$ cat src/rtl/alu_pkg.sv
// alu_pkg: shared definitions for the ALU sharing logic.
// Holds the ALU control codes, the arbiter state enum, the default
// datapath width and a helper that turns an opcode into the number of
// extra EXEC cycles it needs.
package alu_pkg;

  localparam int DEFAULT_WIDTH = 32;

  localparam logic [2:0] ALU_AND    = 3'b000;
  localparam logic [2:0] ALU_SRA    = 3'b001;
  localparam logic [2:0] ALU_ADD    = 3'b010;
  localparam logic [2:0] ALU_SLL    = 3'b011;
  localparam logic [2:0] ALU_MUL    = 3'b100;
  localparam logic [2:0] ALU_UNUSED = 3'b101;
  localparam logic [2:0] ALU_SUB    = 3'b110;
  localparam logic [2:0] ALU_XOR    = 3'b111;

  typedef enum logic [1:0] {
    IDLE = 2'd0,
    EXEC = 2'd1,
    RESP = 2'd2
  } arb_state_e;

  // The cycle counter is loaded with latency-1 so that reaching zero marks
  // the final EXEC cycle; mul is the only multi-cycle opcode.
  function automatic logic [3:0] op_latency_m1(input logic [2:0] ctrl,
                                                input int mul_lat);
    return (ctrl == ALU_MUL) ? 4'(mul_lat - 1) : 4'd0;
  endfunction

endpackage

$ cat src/rtl/rr_arb2.sv
// rr_arb2: combinational two-way round-robin grant.
// Ports:
//   valid0, valid1 : request pending on port 0 / port 1
//   last_grant     : port that won the previous grant
//   grant          : index of the granted port (meaningful when grant_valid)
//   grant_valid    : at least one port is requesting
module rr_arb2 (
  input  logic valid0,
  input  logic valid1,
  input  logic last_grant,
  output logic grant,
  output logic grant_valid
);

  // A lone requester always wins; on a tie the port that did not win
  // last time gets the grant so neither side can be starved.
  always_comb begin
    grant       = 1'b0;
    grant_valid = valid0 | valid1;
    if (valid0 && valid1) begin
      grant = ~last_grant;
    end else if (valid1) begin
      grant = 1'b1;
    end
  end

endmodule

$ cat src/rtl/alu_arbiter.sv
// alu_arbiter: shares one ALU between two requesters.
// Takes one op at a time over a valid/ready handshake (round-robin on ties),
// drives the ALU from registered operands, waits the opcode latency, captures
// the result and returns it to the owning requester over valid/ready.
// Ports:
//   clk_i, rst_i                 : clock, async active-high reset
//   reqN_valid_i/reqN_ready_o    : request handshake, port N
//   reqN_data1_i/data2_i/ctrl_i  : request payload, port N
//   respN_valid_o/respN_ready_i  : response handshake, port N
//   respN_data_o                 : result for port N
//   alu_data1_o/data2_o/ctrl_o   : operands and control to the shared ALU
//   alu_data_i                   : result from the shared ALU
module alu_arbiter
  import alu_pkg::*;
#(
  parameter int WIDTH   = DEFAULT_WIDTH,
  parameter int MUL_LAT = 3
) (
  input  logic             clk_i,
  input  logic             rst_i,
  input  logic             req0_valid_i,
  output logic             req0_ready_o,
  input  logic [WIDTH-1:0] req0_data1_i,
  input  logic [WIDTH-1:0] req0_data2_i,
  input  logic [2:0]       req0_ctrl_i,
  output logic             resp0_valid_o,
  input  logic             resp0_ready_i,
  output logic [WIDTH-1:0] resp0_data_o,
  input  logic             req1_valid_i,
  output logic             req1_ready_o,
  input  logic [WIDTH-1:0] req1_data1_i,
  input  logic [WIDTH-1:0] req1_data2_i,
  input  logic [2:0]       req1_ctrl_i,
  output logic             resp1_valid_o,
  input  logic             resp1_ready_i,
  output logic [WIDTH-1:0] resp1_data_o,
  output logic [WIDTH-1:0] alu_data1_o,
  output logic [WIDTH-1:0] alu_data2_o,
  output logic [2:0]       alu_ctrl_o,
  input  logic [WIDTH-1:0] alu_data_i
);

  arb_state_e       state;
  logic [WIDTH-1:0] op_data1;
  logic [WIDTH-1:0] op_data2;
  logic [2:0]       op_ctrl;
  logic [WIDTH-1:0] result;
  logic             owner;
  logic             last_grant;
  logic [3:0]       count;

  logic             grant;
  logic             grant_valid;
  logic [WIDTH-1:0] sel_data1;
  logic [WIDTH-1:0] sel_data2;
  logic [2:0]       sel_ctrl;
  logic             accept;
  logic             owner_resp_ready;

  rr_arb2 u_rr_arb2 (
    .valid0      (req0_valid_i),
    .valid1      (req1_valid_i),
    .last_grant  (last_grant),
    .grant       (grant),
    .grant_valid (grant_valid)
  );

  // Payload of whichever port currently holds the grant.
  assign sel_data1 = grant ? req1_data1_i : req0_data1_i;
  assign sel_data2 = grant ? req1_data2_i : req0_data2_i;
  assign sel_ctrl  = grant ? req1_ctrl_i  : req0_ctrl_i;

  // Ready is offered only in IDLE and only to the granted port; it is
  // forced low while reset is held so nothing can be accepted then.
  assign accept       = (state == IDLE) && grant_valid;
  assign req0_ready_o = !rst_i && accept && !grant;
  assign req1_ready_o = !rst_i && accept &&  grant;

  // Response side: only the owner sees valid; data mirrors the result reg.
  assign resp0_valid_o    = (state == RESP) && !owner;
  assign resp1_valid_o    = (state == RESP) &&  owner;
  assign resp0_data_o     = result;
  assign resp1_data_o     = result;
  assign owner_resp_ready = owner ? resp1_ready_i : resp0_ready_i;

  assign alu_data1_o = op_data1;
  assign alu_data2_o = op_data2;
  assign alu_ctrl_o  = op_ctrl;

  // Main FSM and datapath registers. Operands are only reloaded on a
  // request handshake so the ALU inputs stay quiet between operations.
  // The unused opcode captures zero instead of whatever the ALU returns.
  always_ff @(posedge clk_i or posedge rst_i) begin
    if (rst_i) begin
      state      <= IDLE;
      op_data1   <= '0;
      op_data2   <= '0;
      op_ctrl    <= ALU_AND;
      result     <= '0;
      owner      <= 1'b0;
      last_grant <= 1'b1;
      count      <= 4'd0;
    end else begin
      case (state)
        IDLE: begin
          if (accept) begin
            op_data1   <= sel_data1;
            op_data2   <= sel_data2;
            op_ctrl    <= sel_ctrl;
            owner      <= grant;
            last_grant <= grant;
            count      <= op_latency_m1(sel_ctrl, MUL_LAT);
            state      <= EXEC;
          end
        end
        EXEC: begin
          if (count == 4'd0) begin
            result <= (op_ctrl == ALU_UNUSED) ? '0 : alu_data_i;
            state  <= RESP;
          end else begin
            count <= count - 4'd1;
          end
        end
        RESP: begin
          if (owner_resp_ready) begin
            state <= IDLE;
          end
        end
        default: state <= IDLE;
      endcase
    end
  end

endmodule

$ cat config.mk
export PLATFORM = sky130hd
export DESIGN_NAME = alu_arbiter
export DESIGN_NICKNAME = d
export VERILOG_FILES = /design/src/rtl/alu_pkg.sv /design/src/rtl/rr_arb2.sv /design/src/rtl/alu_arbiter.sv
export SDC_FILE = /design/constraint.sdc
export NUM_CORES = 1
export LEC_CHECK = 0
export ABC_AREA = 1
export ABC_CLOCK_PERIOD_IN_PS = 4280
export CORE_MARGIN = 2
export CORE_UTILIZATION = 38
export CTS_CLUSTER_SIZE = 14
export DETAILED_ROUTE_END_ITERATION = 10
export GPL_TIMING_DRIVEN = 0
export HOLD_SLACK_MARGIN = 0.05
export PLACE_DENSITY_LB_ADDON = 0.05
export SETUP_SLACK_MARGIN = 0.05
export SYNTH_ARGS = -nofsm -noshare
export SYNTH_HDL_FRONTEND = slang
export SYNTH_HIERARCHICAL = 1
export SYNTH_SLANG_ARGS = --single-unit
$ cat constraint.sdc
create_clock -name clk_i -period 4.28 [get_ports clk_i]
set_input_delay 0.856 -clock clk_i [delete_from_list [all_inputs] [get_ports clk_i]]
set_output_delay 0.856 -clock clk_i [all_outputs]
set_load 0.005 [all_outputs]
==> results.sh, run 1 <==
export IMPL_postSynthAreaPerCell_sq_um=8.487
export IMPL_final_layout_size_suffix_gt1_share_pct=10.15
export IMPL_min_setup_slack_post_route_ns=0.5903
export IMPL_slew_headroom_pct=50.89
export IMPL_post_route_min_period_ns=3.690
export IMPL_rsz0062_at_grt="false"
export IMPL_core_rowCount=42
export IMPL_critPathCaptureType="output pin"
export IMPL_static_leakage_power_nw=3.885
export IMPL_worstPathRequired_ns=3.42
export IMPL_worst_hold_path_type="reg2reg"
export IMPL_ys_ff_latch=107
export IMPL_sw_frac_of_total_pct=32.70
export IMPL_synth_largest_area_cell="sky130_fd_sc_hd__dfrtp_1"
export IMPL_initial_core_util_pct=38.80
export IMPL_routed_wl_met2_mm=8.655
export IMPL_commonest_non_fill_non_tap_cell_in_the_layout="sky130_fd_sc_hd__clkdlybuf4s50_1"
export IMPL_syn_area_sq_um=5117
export IMPL_gpl_final_weighted_congestion=0.8268
export IMPL_timing_worst_slew_pin_value_ns=0.7366
export IMPL_final_setup_skew_ns=0.007919
export IMPL_avgRoutedWirePerCell_microns=15.32
export IMPL_synth_fp_nets=777
export IMPL_layout_common_cells="sky130_fd_sc_hd__clkdlybuf4s50_1 (306), sky130_fd_sc_hd__nand2_1 (218), sky130_fd_sc_hd__dfrtp_1 (106)"
export IMPL_post_synth_top_area_fraction_pct=51.83
export IMPL_detailroute_via_count=5280
export IMPL_timing_final_hold_violations=0
export IMPL_cp_arrival_ns=2.83
export IMPL_first_global_vias=5355
export IMPL_die_width_microns=120.0
export IMPL_port_buffers=306
export IMPL_seq_area_frac_synth_pct=52.35
export IMPL_insertedDiodeCount=0
export IMPL_worst_setup_path_start_kind="input port"
export IMPL_fillers=1097
export IMPL_htreeDepth=3
export IMPL_viasPerCell=4.791
export IMPL_period_share_pct=86.21
export IMPL_post_place_ws_ns=0.5768
export IMPL_residual_drc=0
export IMPL_met1_length_mm=6.289
export IMPL_ant_nets=0
export IMPL_critical_path_class="in2out"
export IMPL_cts_tree="yes"
export IMPL_setup_violations=0
export IMPL_numCtsBuffers=9
export IMPL_critical_path_max_fanout=10
export IMPL_cts_hold_repair_buffers=0
export IMPL_worst_ir_drop_vdd_mv=0.2885
export IMPL_fin_nets=1095
export IMPL_detail_route_first_pass_iterations=4
export IMPL_yosysWarningCount=6
export IMPL_die_boundary_height_microns=120.0
export IMPL_detail_route_wirelength_mm=16.89
export IMPL_cts_clk_slew_worst_paths_ns=0.07
export IMPL_share_comb_of_total_power_pct=51.7
export IMPL_dr_wl_met3_mm=1.272
export IMPL_synth_top_cells_by_area="sky130_fd_sc_hd__dfrtp_1 (52%), sky130_fd_sc_hd__nand2_1 (16%), sky130_fd_sc_hd__a31oi_1 (8.1%)"
export IMPL_postCtsResizedCells=0
export IMPL_synth_distinct_cells=25
export IMPL_drv_cap=0
export IMPL_fmax_mhz=271.0
export IMPL_drtIter0Drc=275
export IMPL_num_io_pins=307
export IMPL_die_area_sq_um=14410
export IMPL_insertion_delay_ns=0.34
export IMPL_grt_use_total_pct=23.29
export IMPL_power_sequential_fraction_pct=30.9
export IMPL_cts_root_buffer_cell="sky130_fd_sc_hd__clkbuf_16"
export IMPL_p_switching_w=0.001938
export IMPL_area_growth_synth_to_final_pct=72.08
export IMPL_clock_power_share_pct=17.3
export IMPL_clkSinkCount=107
export IMPL_grt_first_pass_wirelength_mm=26.54
export IMPL_dpl_hpwl_mm=13.23
export IMPL_netlist_instances=603
export IMPL_power_per_cell_area_nw_per_um2=673.1
export IMPL_cts_setup_buffers=0
export IMPL_power_report_internal_total_w=0.003989
export IMPL_grt_start_max_net_pins=57
export IMPL_route_top_layer_used="met4"
export IMPL_drv_slew=0
export IMPL_overflow=0
export IMPL_worst_r2r_setup_slack_ns=2.71
export IMPL_antenna_found_initial=0
export IMPL_core_sq_um=13190
export IMPL_status="complete, no violations"
export IMPL_totalPowerFinal_w=0.005927
export IMPL_clock_tree_buffer_depth=2
## final timing paths
check / from / end / cells past startpoint
min: last_grant$_DFFE_PP1P_ / last_grant$_DFFE_PP1P_ / 2
min reg2reg: last_grant$_DFFE_PP1P_ / last_grant$_DFFE_PP1P_ / 2
max reg2reg: last_grant$_DFFE_PP1P_ / alu_data2_o[26]$_DFFE_PP0P_ / 7
max in group asynchronous: rst_i / last_grant$_DFFE_PP1P_ / 3
min in group asynchronous: rst_i / alu_data2_o[0]$_DFFE_PP0P_ / 2
max: req1_valid_i / req1_ready_o / 8
## state kept, by name (all words and copies together) (netlist names)
name / cells
alu_data2_o: 32
owner: 1
alu_ctrl_o: 3
last_grant: 1
state: 2
count: 4
alu_data1_o: 32
resp0_data_o: 32
## synth_stat cells
| cell | n |
|---|---|
| sky130_fd_sc_hd__nand3_1 | 4 |
| sky130_fd_sc_hd__buf_8 | 1 |
| sky130_fd_sc_hd__nand2_4 | 1 |
| sky130_fd_sc_hd__o21ai_1 | 22 |
| sky130_fd_sc_hd__buf_6 | 19 |
| sky130_fd_sc_hd__o21ai_0 | 14 |
| sky130_fd_sc_hd__a21oi_1 | 1 |
| sky130_fd_sc_hd__clkbuf_1 | 4 |
| sky130_fd_sc_hd__nand4_1 | 1 |
| sky130_fd_sc_hd__dfrtp_1 | 106 |
| sky130_fd_sc_hd__buf_4 | 40 |
| sky130_fd_sc_hd__nor3_1 | 1 |
| sky130_fd_sc_hd__nor2_2 | 1 |
| sky130_fd_sc_hd__inv_1 | 8 |
| sky130_fd_sc_hd__buf_2 | 7 |
| sky130_fd_sc_hd__ha_1 | 2 |
| sky130_fd_sc_hd__or2_1 | 1 |
| sky130_fd_sc_hd__or2_2 | 3 |
| sky130_fd_sc_hd__inv_4 | 1 |
| sky130_fd_sc_hd__nor2_1 | 78 |
| sky130_fd_sc_hd__a31oi_1 | 66 |
| sky130_fd_sc_hd__nand2_1 | 218 |
| sky130_fd_sc_hd__inv_2 | 2 |
| sky130_fd_sc_hd__nand3b_1 | 1 |
| sky130_fd_sc_hd__dfstp_2 | 1 |
## cell type report
class / instances / area, sq um / area share (%)
plain buffers: 71 / 579.3 / 6.579
well taps: 176 / 220.2 / 2.501
repair buffers: 307 / 3090 / 35.10
flip-flops and latches: 107 / 2679 / 30.42
clock inverters: 6 / 136.4 / 1.549
multi-input cells: 414 / 1815 / 20.62
clock buffers: 10 / 239.0 / 2.714
inverters: 11 / 46.29 / 0.5257
## logic make-up (layout without fill, tap and decap cells)
group | Yosys count | after routing | share of synthesized area (%)
AOI/OAI and AO/OA | 103 | 103 | 11.69
adders and majority gates | 2 | 2 | 0.4889
buffers and inverters | 82 | 405 | 12.18
DFF | 107 | 107 | 52.35
and+or+nand+nor | 309 | 309 | 23.30
## routing by layer
| metal | global-route usage (%) | up-vias |
|---|---|---|
| li1 | - | 2565 |
| met3 | 6.036 | 41 |
| met2 | 42.12 | 222 |
| met5 | 0 | - |
| met1 | 25.54 | 2452 |
| met4 | 10.29 | 0 |
## power groups by stage
| stage | Clock (W) | Combinational [W] | Sequential, W |
|---|---|---|---|
| after floorplan | 0 | 0.00136 | 0.00184 |
| after global placement | 0 | 0.00303 | 0.00182 |
| after detailed placement | 0 | 0.00310 | 0.00184 |
| after CTS | 0.00104 | 0.00311 | 0.00184 |
| after global routing | 0.00109 | 0.00336 | 0.00189 |
| final | 0.00103 | 0.00307 | 0.00183 |
## metrics by stage
stage	TNS (ns)	std cells	cell area, sq um	util (%)	hold WS (ns)
after global routing	0	1102	8806	66.76	0.4826
after detailed placement	0	1086	8431	63.92	0.4647
after global placement	-119.42	1085	8401	63.69	0.4569
after floorplan	0	603	5117	-	0.4475
final	0	1102	8806	66.76	0.4720
after CTS	0	1102	8806	66.76	0.4749
## worst max-delay path, stage by stage
cell and delay, ns:
sky130_fd_sc_hd__clkdlybuf4s50_1 0.47, sky130_fd_sc_hd__inv_1 0.04, sky130_fd_sc_hd__a21oi_1 0.11, sky130_fd_sc_hd__buf_2 0.20, sky130_fd_sc_hd__clkbuf_1 0.37, sky130_fd_sc_hd__nand2_1 0.14, sky130_fd_sc_hd__nor2_1 0.10, sky130_fd_sc_hd__clkdlybuf4s50_1 0.54
Note: power is estimated with default switching activity, not from simulation.
==> run 2: changes to the inputs <==
- SKIP_CTS_REPAIR_TIMING: default -> 1
==> results of run 2 <==
Same layout as run 1: the final DEF is identical, and so are final timing and power.
